$ cat src/rtl/universal_shift_reg_if.sv
// Command/status bundle for universal_shift_reg.
// The controller drives master; the shift register is the slave.
interface universal_shift_reg_if #(
    parameter int WIDTH = 8
);
    localparam int AW = $clog2(WIDTH) + 1;

    logic             start;
    logic [2:0]       op;
    logic [AW-1:0]    amount;
    logic [WIDTH-1:0] data_in;
    logic             abort;
    logic             ready;
    logic             busy;
    logic             done;
    logic             carry_out;
    logic [WIDTH-1:0] Q;

    modport master (
        output start, op, amount, data_in, abort,
        input  ready, busy, done, carry_out, Q
    );

    modport slave (
        input  start, op, amount, data_in, abort,
        output ready, busy, done, carry_out, Q
    );
endinterface

$ cat src/rtl/universal_shift_reg.sv
// Universal shift/rotate register with start/ready/done handshake.
// Define UNIV_SHIFT_BARREL_EN for single-edge barrel shifts instead of serial stepping.
module universal_shift_reg #(
    parameter int WIDTH = 8
) (
    input  logic                  clock,
    input  logic                  resetn,
    universal_shift_reg_if.slave  bus
);
    localparam int AW = $clog2(WIDTH) + 1;

    localparam logic [2:0] OP_LOAD  = 3'b000;
    localparam logic [2:0] OP_ROTR  = 3'b001;
    localparam logic [2:0] OP_ROTL  = 3'b010;
    localparam logic [2:0] OP_SHR   = 3'b011;
    localparam logic [2:0] OP_SHL   = 3'b100;
    localparam logic [2:0] OP_ASR   = 3'b101;
    localparam logic [2:0] OP_CLEAR = 3'b110;

    typedef enum logic {IDLE, RUN} state_e;

    state_e           state_q, state_d;
    logic [WIDTH-1:0] q_q, q_d;
    logic             carry_q, carry_d;
    logic             done_q, done_d;
    logic [AW-1:0]    rem_q, rem_d;
    logic [2:0]       op_q, op_d;
    logic             is_shift;

    // Returns {carry, next value} for one single-bit step.
    function automatic logic [WIDTH:0] step1(
        input logic [2:0]       o,
        input logic [WIDTH-1:0] v
    );
        logic [WIDTH:0] r;
        r = {1'b0, v};
        case (o)
            OP_ROTR: r = {v[0], v[0], v[WIDTH-1:1]};
            OP_ROTL: r = {v[WIDTH-1], v[WIDTH-2:0], v[WIDTH-1]};
            OP_SHR:  r = {v[0], 1'b0, v[WIDTH-1:1]};
            OP_SHL:  r = {v[WIDTH-1], v[WIDTH-2:0], 1'b0};
            OP_ASR:  r = {v[0], v[WIDTH-1], v[WIDTH-1:1]};
            default: r = {1'b0, v};
        endcase
        return r;
    endfunction

    assign is_shift = bus.op inside {OP_ROTR, OP_ROTL, OP_SHR, OP_SHL, OP_ASR};

`ifdef UNIV_SHIFT_BARREL_EN
    logic [2*WIDTH-1:0] wide;
    logic [AW-1:0]      rot_n;
    logic [WIDTH:0]     bar;

    // Carry is the last bit to leave the register, read from the double-width result.
    always_comb begin
        wide  = '0;
        bar   = {carry_q, q_q};
        rot_n = bus.amount % AW'(WIDTH);
        case (bus.op)
            OP_ROTR: begin
                wide = {q_q, q_q} >> rot_n;
                bar  = {wide[WIDTH-1], wide[WIDTH-1:0]};
            end
            OP_ROTL: begin
                wide = {q_q, q_q} << rot_n;
                bar  = {wide[WIDTH], wide[2*WIDTH-1:WIDTH]};
            end
            OP_SHR: begin
                wide = {q_q, {WIDTH{1'b0}}} >> bus.amount;
                bar  = {wide[WIDTH-1], wide[2*WIDTH-1:WIDTH]};
            end
            OP_SHL: begin
                wide = {{WIDTH{1'b0}}, q_q} << bus.amount;
                bar  = {wide[WIDTH], wide[WIDTH-1:0]};
            end
            OP_ASR: begin
                wide = $signed({q_q, {WIDTH{1'b0}}}) >>> bus.amount;
                bar  = {wide[WIDTH-1], wide[2*WIDTH-1:WIDTH]};
            end
            default: ;
        endcase
    end
`endif

    always_comb begin
        state_d = state_q;
        q_d     = q_q;
        carry_d = carry_q;
        done_d  = 1'b0;
        rem_d   = rem_q;
        op_d    = op_q;
        unique case (state_q)
            IDLE: begin
                if (bus.start) begin
                    if (!is_shift) begin
                        done_d = 1'b1;
                        if (bus.op == OP_LOAD) begin
                            q_d = bus.data_in;
                        end else if (bus.op == OP_CLEAR) begin
                            q_d = '0;
                        end
                    end else if (bus.amount == '0) begin
                        done_d = 1'b1;
                    end else begin
`ifdef UNIV_SHIFT_BARREL_EN
                        {carry_d, q_d} = bar;
                        done_d = 1'b1;
`else
                        {carry_d, q_d} = step1(bus.op, q_q);
                        op_d = bus.op;
                        if (bus.amount == AW'(1)) begin
                            done_d = 1'b1;
                        end else begin
                            state_d = RUN;
                            rem_d   = bus.amount - AW'(1);
                        end
`endif
                    end
                end
            end
            RUN: begin
                if (bus.abort) begin
                    state_d = IDLE;
                end else begin
                    {carry_d, q_d} = step1(op_q, q_q);
                    rem_d = rem_q - AW'(1);
                    if (rem_q == AW'(1)) begin
                        state_d = IDLE;
                        done_d  = 1'b1;
                    end
                end
            end
            default: state_d = IDLE;
        endcase
    end

    always_ff @(posedge clock or negedge resetn) begin
        if (!resetn) begin
            state_q <= IDLE;
            q_q     <= '0;
            carry_q <= 1'b0;
            done_q  <= 1'b0;
            rem_q   <= '0;
            op_q    <= OP_LOAD;
        end else begin
            state_q <= state_d;
            q_q     <= q_d;
            carry_q <= carry_d;
            done_q  <= done_d;
            rem_q   <= rem_d;
            op_q    <= op_d;
        end
    end

    assign bus.Q         = q_q;
    assign bus.carry_out = carry_q;
    assign bus.done      = done_q;
    assign bus.ready     = (state_q == IDLE);
    assign bus.busy      = (state_q == RUN);
endmodule

$ cat src/flat_wrapper.sv
// flat-port wrapper written by rule: the top's interface ports become plain ports
module universal_shift_reg_flat 
#(
    parameter int WIDTH = 8
)
  (clock, resetn, bus_start, bus_op, bus_amount, bus_data_in, bus_abort, bus_ready, bus_busy, bus_done, bus_carry_out, bus_Q);
  universal_shift_reg_if #(.WIDTH(WIDTH)) bus_i ();
  input  logic clock;
  input  logic resetn;
  input wire logic [$bits(bus_i.start)-1:0] bus_start;
  input wire logic [$bits(bus_i.op)-1:0] bus_op;
  input wire logic [$bits(bus_i.amount)-1:0] bus_amount;
  input wire logic [$bits(bus_i.data_in)-1:0] bus_data_in;
  input wire logic [$bits(bus_i.abort)-1:0] bus_abort;
  output wire logic [$bits(bus_i.ready)-1:0] bus_ready;
  output wire logic [$bits(bus_i.busy)-1:0] bus_busy;
  output wire logic [$bits(bus_i.done)-1:0] bus_done;
  output wire logic [$bits(bus_i.carry_out)-1:0] bus_carry_out;
  output wire logic [$bits(bus_i.Q)-1:0] bus_Q;
  assign bus_i.start = bus_start;
  assign bus_i.op = bus_op;
  assign bus_i.amount = bus_amount;
  assign bus_i.data_in = bus_data_in;
  assign bus_i.abort = bus_abort;
  assign bus_ready = bus_i.ready;
  assign bus_busy = bus_i.busy;
  assign bus_done = bus_i.done;
  assign bus_carry_out = bus_i.carry_out;
  assign bus_Q = bus_i.Q;
  universal_shift_reg #(.WIDTH(WIDTH)) u_core (.clock(clock), .resetn(resetn), .bus(bus_i));
endmodule
$ cat config.mk
export PLATFORM = sky130hd
export DESIGN_NAME = universal_shift_reg_flat
export DESIGN_NICKNAME = d
export VERILOG_FILES = /design/src/rtl/universal_shift_reg_if.sv /design/src/rtl/universal_shift_reg.sv /design/src/flat_wrapper.sv
export SDC_FILE = /design/constraint.sdc
export NUM_CORES = 1
export LEC_CHECK = 0
export ABC_AREA = 1
export CORE_ASPECT_RATIO = 0.75
export CORE_MARGIN = 3
export CORE_UTILIZATION = 28
export CTS_CLUSTER_SIZE = 30
export DETAILED_ROUTE_END_ITERATION = 7
export GPL_TIMING_DRIVEN = 0
export MAX_ROUTING_LAYER = met4
export PLACE_DENSITY = 0.47
export SLEW_MARGIN = 20
export SYNTH_ARGS = -nofsm -noshare
export SYNTH_HDL_FRONTEND = slang
export SYNTH_SLANG_ARGS = --single-unit
$ cat constraint.sdc
create_clock -name clock -period 2 [get_ports clock]
set_input_delay 0.4 -clock clock [delete_from_list [all_inputs] [get_ports clock]]
set_output_delay 0.4 -clock clock [all_outputs]
set_load 0.05 [all_outputs]
# Word-level counts from Yosys, hierarchy flattened
# Index checks and enable logic that the tools add are counted.
# word_totals
register_bits	18
# op_classes
reduce_logical	8
addsub	2
n_bitwise	2
muxes	34
eq_ne	26
# op_table
cell	count
$pmux 9 s5	2
$mux 8	6
$mux 4	5
$mux 1	16
$pmux 8 s2	1
$eq 3x3->1 const B	5
$eq 3x2->1 const B	4
$ne 6x6->1 const B	2
$ne 2x2->1 const B	5
$eq 4x1->1 const B	2
$pmux 4 s2	1
$reduce_and 4->1	2
$reduce_and 8->1	1
$sub 4x1->4 const B	2
$ne 7x7->1 const B	1
$eq 3x1->1 const B	2
$ne 3x3->1 const B	2
$pmux 1 s2	3
$reduce_and 6->1	1
$ne 5x5->1 const B	1
$reduce_and 5->1	1
$reduce_bool 5->1	1
$logic_not 4->1	1
$ne 4x1->1 const B	1
other kinds (3)	4

# Logic depth before layout (Yosys ltp)
# depth
word_depth	6
ltp_mapped	9

# Worst setup path after synthesis
# Ideal clock, no wire load.
# synth_timing
kind	register to output
from	register u_core.state_q, in the netlist u_core.bus.busy
to	output port bus_ready
setup_slack_ns	0.090
path_stages_with_launch	4
arrival_time_ns	1.510
required_time_ns	1.600
path_buffers	2
path_cell_list	dfrtp_1 > buf_4 > inv_4 > clkbuf_1
# synth_between
elab_chain_cells	1
# synth_lines
item	line	source
start, declared	universal_shift_reg.sv:22	state_e state_q, state_d;
start signal, assigned	universal_shift_reg.sv:147	state_q <= state_d;
$not 1->1 (no source line)	--	
end, declared	flat_wrapper.sv:15	output wire logic [$bits(bus_i.ready)-1:0] bus_ready;
# No other way between the ends.

# Worst setup path in the final report
# layout_timing
from	register u_core.state_q, in the netlist u_core.bus.busy
to	output port bus_busy
# layout_lines
item	line	source
end, declared	flat_wrapper.sv:16	output wire logic [$bits(bus_i.busy)-1:0] bus_busy;
# No word-level cell between the ends.

==> qor.yml <==
ctsRootBufferMaster: "sky130_fd_sc_hd__clkbuf_8"
area_growth_pct: 30.3
rows: 22
power_per_cell_area_mw_per_mm2: 1100
finalWeightedCongestion: 0.801
setup.worst_path.start_class: "register"
placeableCoreArea_mm2: 0.00501
unrepaired_setup_endpoints_after_global_routing: "false"
slowest_stage: "sky130_fd_sc_hd__clkdlybuf4s50_1"
mappedNetlistNets: 266
p_leak_uw: 0.00108
grt.total_usage_pct: 15.2
outcome: "completed"
final_area_mm2: 0.00194
hold-path-cell-count: 2
ant_nets: 0
finish.net_count: 300
worst_hold_path_type: "register to register"
crit_family: "buffers and inverters"
worst-r2r-setup-slack_ps: 420
reg2reg_to: "u_core.rem_q[3]$_DFFE_PN0P_"
cts.htree.levels: 1
clock_sink_count: 18
synth_enable_flop_cells: 0
ctsLongestPathBuffers: 2
cts_tree: "built"
grt_overflow: 0
global_route_wire_length_before_repair_um: 7680
final.min_clock_period_ps: 1830
detailedRoute.firstPassIterationCount: 4
worst_hold_path.endpoint: "u_core.rem_q[1]$_DFFE_PN0P_"
routed-via-count: 1607
worst_setup_hold_path_clk_slew_ps: 80
synthCells: 243
timing.critical_path.arrival_ps: 1430
first_global_vias: 1538
worstPathCellList: "clkdlybuf4s50_1"
critPathKind: "register to output port"
synth_seq_area_share_pct: 30.3
ir_worst_vdd_mv: 0.356
async_reset_ff_share_pct: 100
yosys_most_used_dff: "sky130_fd_sc_hd__dfrtp_1"
synth_seq_cells: 18
cp.buffers_inverters: 1
ioPinCount: 31
timing_worst_slew_pin_value_ps: 864
floorplan.die.height_um: 69.1
clock_latency_ps: 260
dieWidth_um: 90.1
cp_max_fo: 2
dpl-instance-area_mm2: 0.00188
yosys_warnings: 0
post_synth_num_cell_types: 25
grt_max_degree: 20
power_uw: 2130
layout_worst_path_cycle_share_pct: 91.5
syn_area_mm2: 0.00149
antenna_cells: 0
timing.slew.headroom_pct: 42.2
post_drt_wl_per_cell_um: 12.6
start_util_pct: 29.6
timing.hold.worst.start: "u_core.rem_q[1]$_DFFE_PN0P_"
n_fill_cell: 565
cts_made_buffers: 3
synth_area_leader_cell: "sky130_fd_sc_hd__dfrtp_1"
timing.critical_path.to_type: "output port"
drt_drc_violations_left: 0
antenna_violations_before_repair: 0
netlist.area_leader.share_pct: 30.3
most_frequent_cell_after_synthesis: "sky130_fd_sc_hd__nand2_1"
ctsHoldBuffers: 0
share_of_post_route_cells_with_drive_strength_above_1_pct: 9.42
required_ps: 1600
critical_path.max_stage_delay_ps: 810
maxSlewViolCount: 0
post_synth.cell_area_avg_um2: 6.11
cap_viol_max_count: 0
timing_hold_violations_final: 0
design.die.area_mm2: 0.00622
io_buffers: 30
synth.top_cells.by_count: "sky130_fd_sc_hd__nand2_1 (110), sky130_fd_sc_hd__nand3_1 (42), sky130_fd_sc_hd__dfrtp_1 (18)"
post_drt_via_cell_ratio: 4.62
setup_viol: 0
drt_iter0_markers: 124
clock.fmax_mhz: 546
final_wirelength_um: 4380
place_hpwl_um: 3390
post_synth_main_area_contributors: "sky130_fd_sc_hd__dfrtp_1 (30%), sky130_fd_sc_hd__nand2_1 (28%), sky130_fd_sc_hd__nand3_1 (14%), sky130_fd_sc_hd__ha_1 (3.4%), sky130_fd_sc_hd__o21ai_0 (3.4%)"
worst_r2r_startpoint: "u_core.bus.busy$_DFF_PN0_"
worst_r2r_path_depth: 9
skew_ps: 7.03
[how the worst max path moves through the flow]
| stage | startpoint | depth (start not counted) | slack, ps | end |
|---|---|---|---|---|
| CTS | u_core.bus.Q[1]$_DFFE_PN0P_ | 1 | 3 | bus_Q[1] |
| detailed placement | u_core.bus.busy$_DFF_PN0_ | 4 | -250 | bus_ready |
| floorplan | u_core.bus.busy$_DFF_PN0_ | 3 | 90 | bus_ready |
| global route | bus_amount[0] | 10 | 80 | u_core.bus.Q[0]$_DFFE_PN0P_ |
| finish | u_core.bus.busy$_DFF_PN0_ | 1 | 170 | bus_busy |
| global placement | u_core.bus.busy$_DFF_PN0_ | 4 | -250 | bus_ready |
[metrics by stage]
| stage | util [%] | cells | TNS, ps | setup WS, ps | hold slack, ps |
|---|---|---|---|---|---|
| 5_1_grt | 38.6 | 348 | 0 | 77.3 | 570 |
| 6_report | 38.6 | 348 | 0 | 169 | 520 |
| 3_5_place_dp | 37.4 | 345 | -564 | -252 | 506 |
| 3_3_place_gp | 37.4 | 345 | -380 | -247 | 510 |
| 2_1_floorplan | - | 243 | 0 | 90.0 | 104 |
| 4_1_cts | 38.4 | 348 | 0 | 3.36 | 525 |
[cell families after synthesis]
family                     synth area share, %
adders and majority gates                 3.37
xor gates and xnor gates                 0.590
DFF                                       30.3
and+or+nand+nor                           51.7
AOI/OAI and AO/OA                         7.41
buffers and inverters                     6.57
[sequential cells by signal (all words and copies together) (netlist names)]
register              count
u_core.bus.done           1
u_core.op_q               3
u_core.bus.carry_out      1
u_core.bus.Q              8
u_core.rem_q              4
u_core.bus.busy           1
[report_power, final]
| group | switching (µW) | internal (µW) |
|---|---|---|
| combinational | 762 | 372 |
| clock | 137 | 175 |
| sequential | 191 | 489 |
| total | 1090 | 1040 |
[tightest hold or removal path, stage by stage (launching register included)]
cell and delay [ps]:
sky130_fd_sc_hd__dfrtp_1 360, sky130_fd_sc_hd__nand2_1 60, sky130_fd_sc_hd__o21ai_1 60
[repair_timing]
item / CTS / global route
pin swaps: 0 / 0
resized for setup: 7 / 5
buffers inserted: 0 / 0
endpoints found under the setup margin: 4 / 5
[placed cells by master, fill, tap and decap left out, types with 3 or more instances in the layout]
master,instances
sky130_fd_sc_hd__inv_2,6
sky130_fd_sc_hd__o21ai_1,4
sky130_fd_sc_hd__ha_1,4
sky130_fd_sc_hd__o21ai_0,10
sky130_fd_sc_hd__nand2_1,110
sky130_fd_sc_hd__nand3_1,42
sky130_fd_sc_hd__nand2_2,5
sky130_fd_sc_hd__inv_1,10
sky130_fd_sc_hd__nor2_1,12
sky130_fd_sc_hd__clkdlybuf4s50_1,21
sky130_fd_sc_hd__dlymetal6s2s_1,5
sky130_fd_sc_hd__clkbuf_8,4
sky130_fd_sc_hd__nand4_1,3
sky130_fd_sc_hd__dlygate4sd2_1,3
sky130_fd_sc_hd__dfrtp_1,18
[per-layer routing]
layer / wire (µm) / up-vias / GRT usage (%)
met4: 13 / 0 / 1.53
li1: - / 853 / -
met3: 280 / 2 / 3.82
met5: 0 / - / -
met1: 2410 / 714 / 23.7
met2: 1670 / 38 / 20.1
[final cells by class]
type / instances / area, µm² / area share [%]
multi-input cells: 202 / 937 / 48.4
flip-flops and latches: 18 / 450 / 23.3
repair buffers: 30 / 309 / 16.0
well taps: 72 / 90.1 / 4.65
inverters: 17 / 66.3 / 3.43
clock buffers: 4 / 55.1 / 2.84
plain buffers: 5 / 27.5 / 1.42
Power figures use the tool's default switching activity.
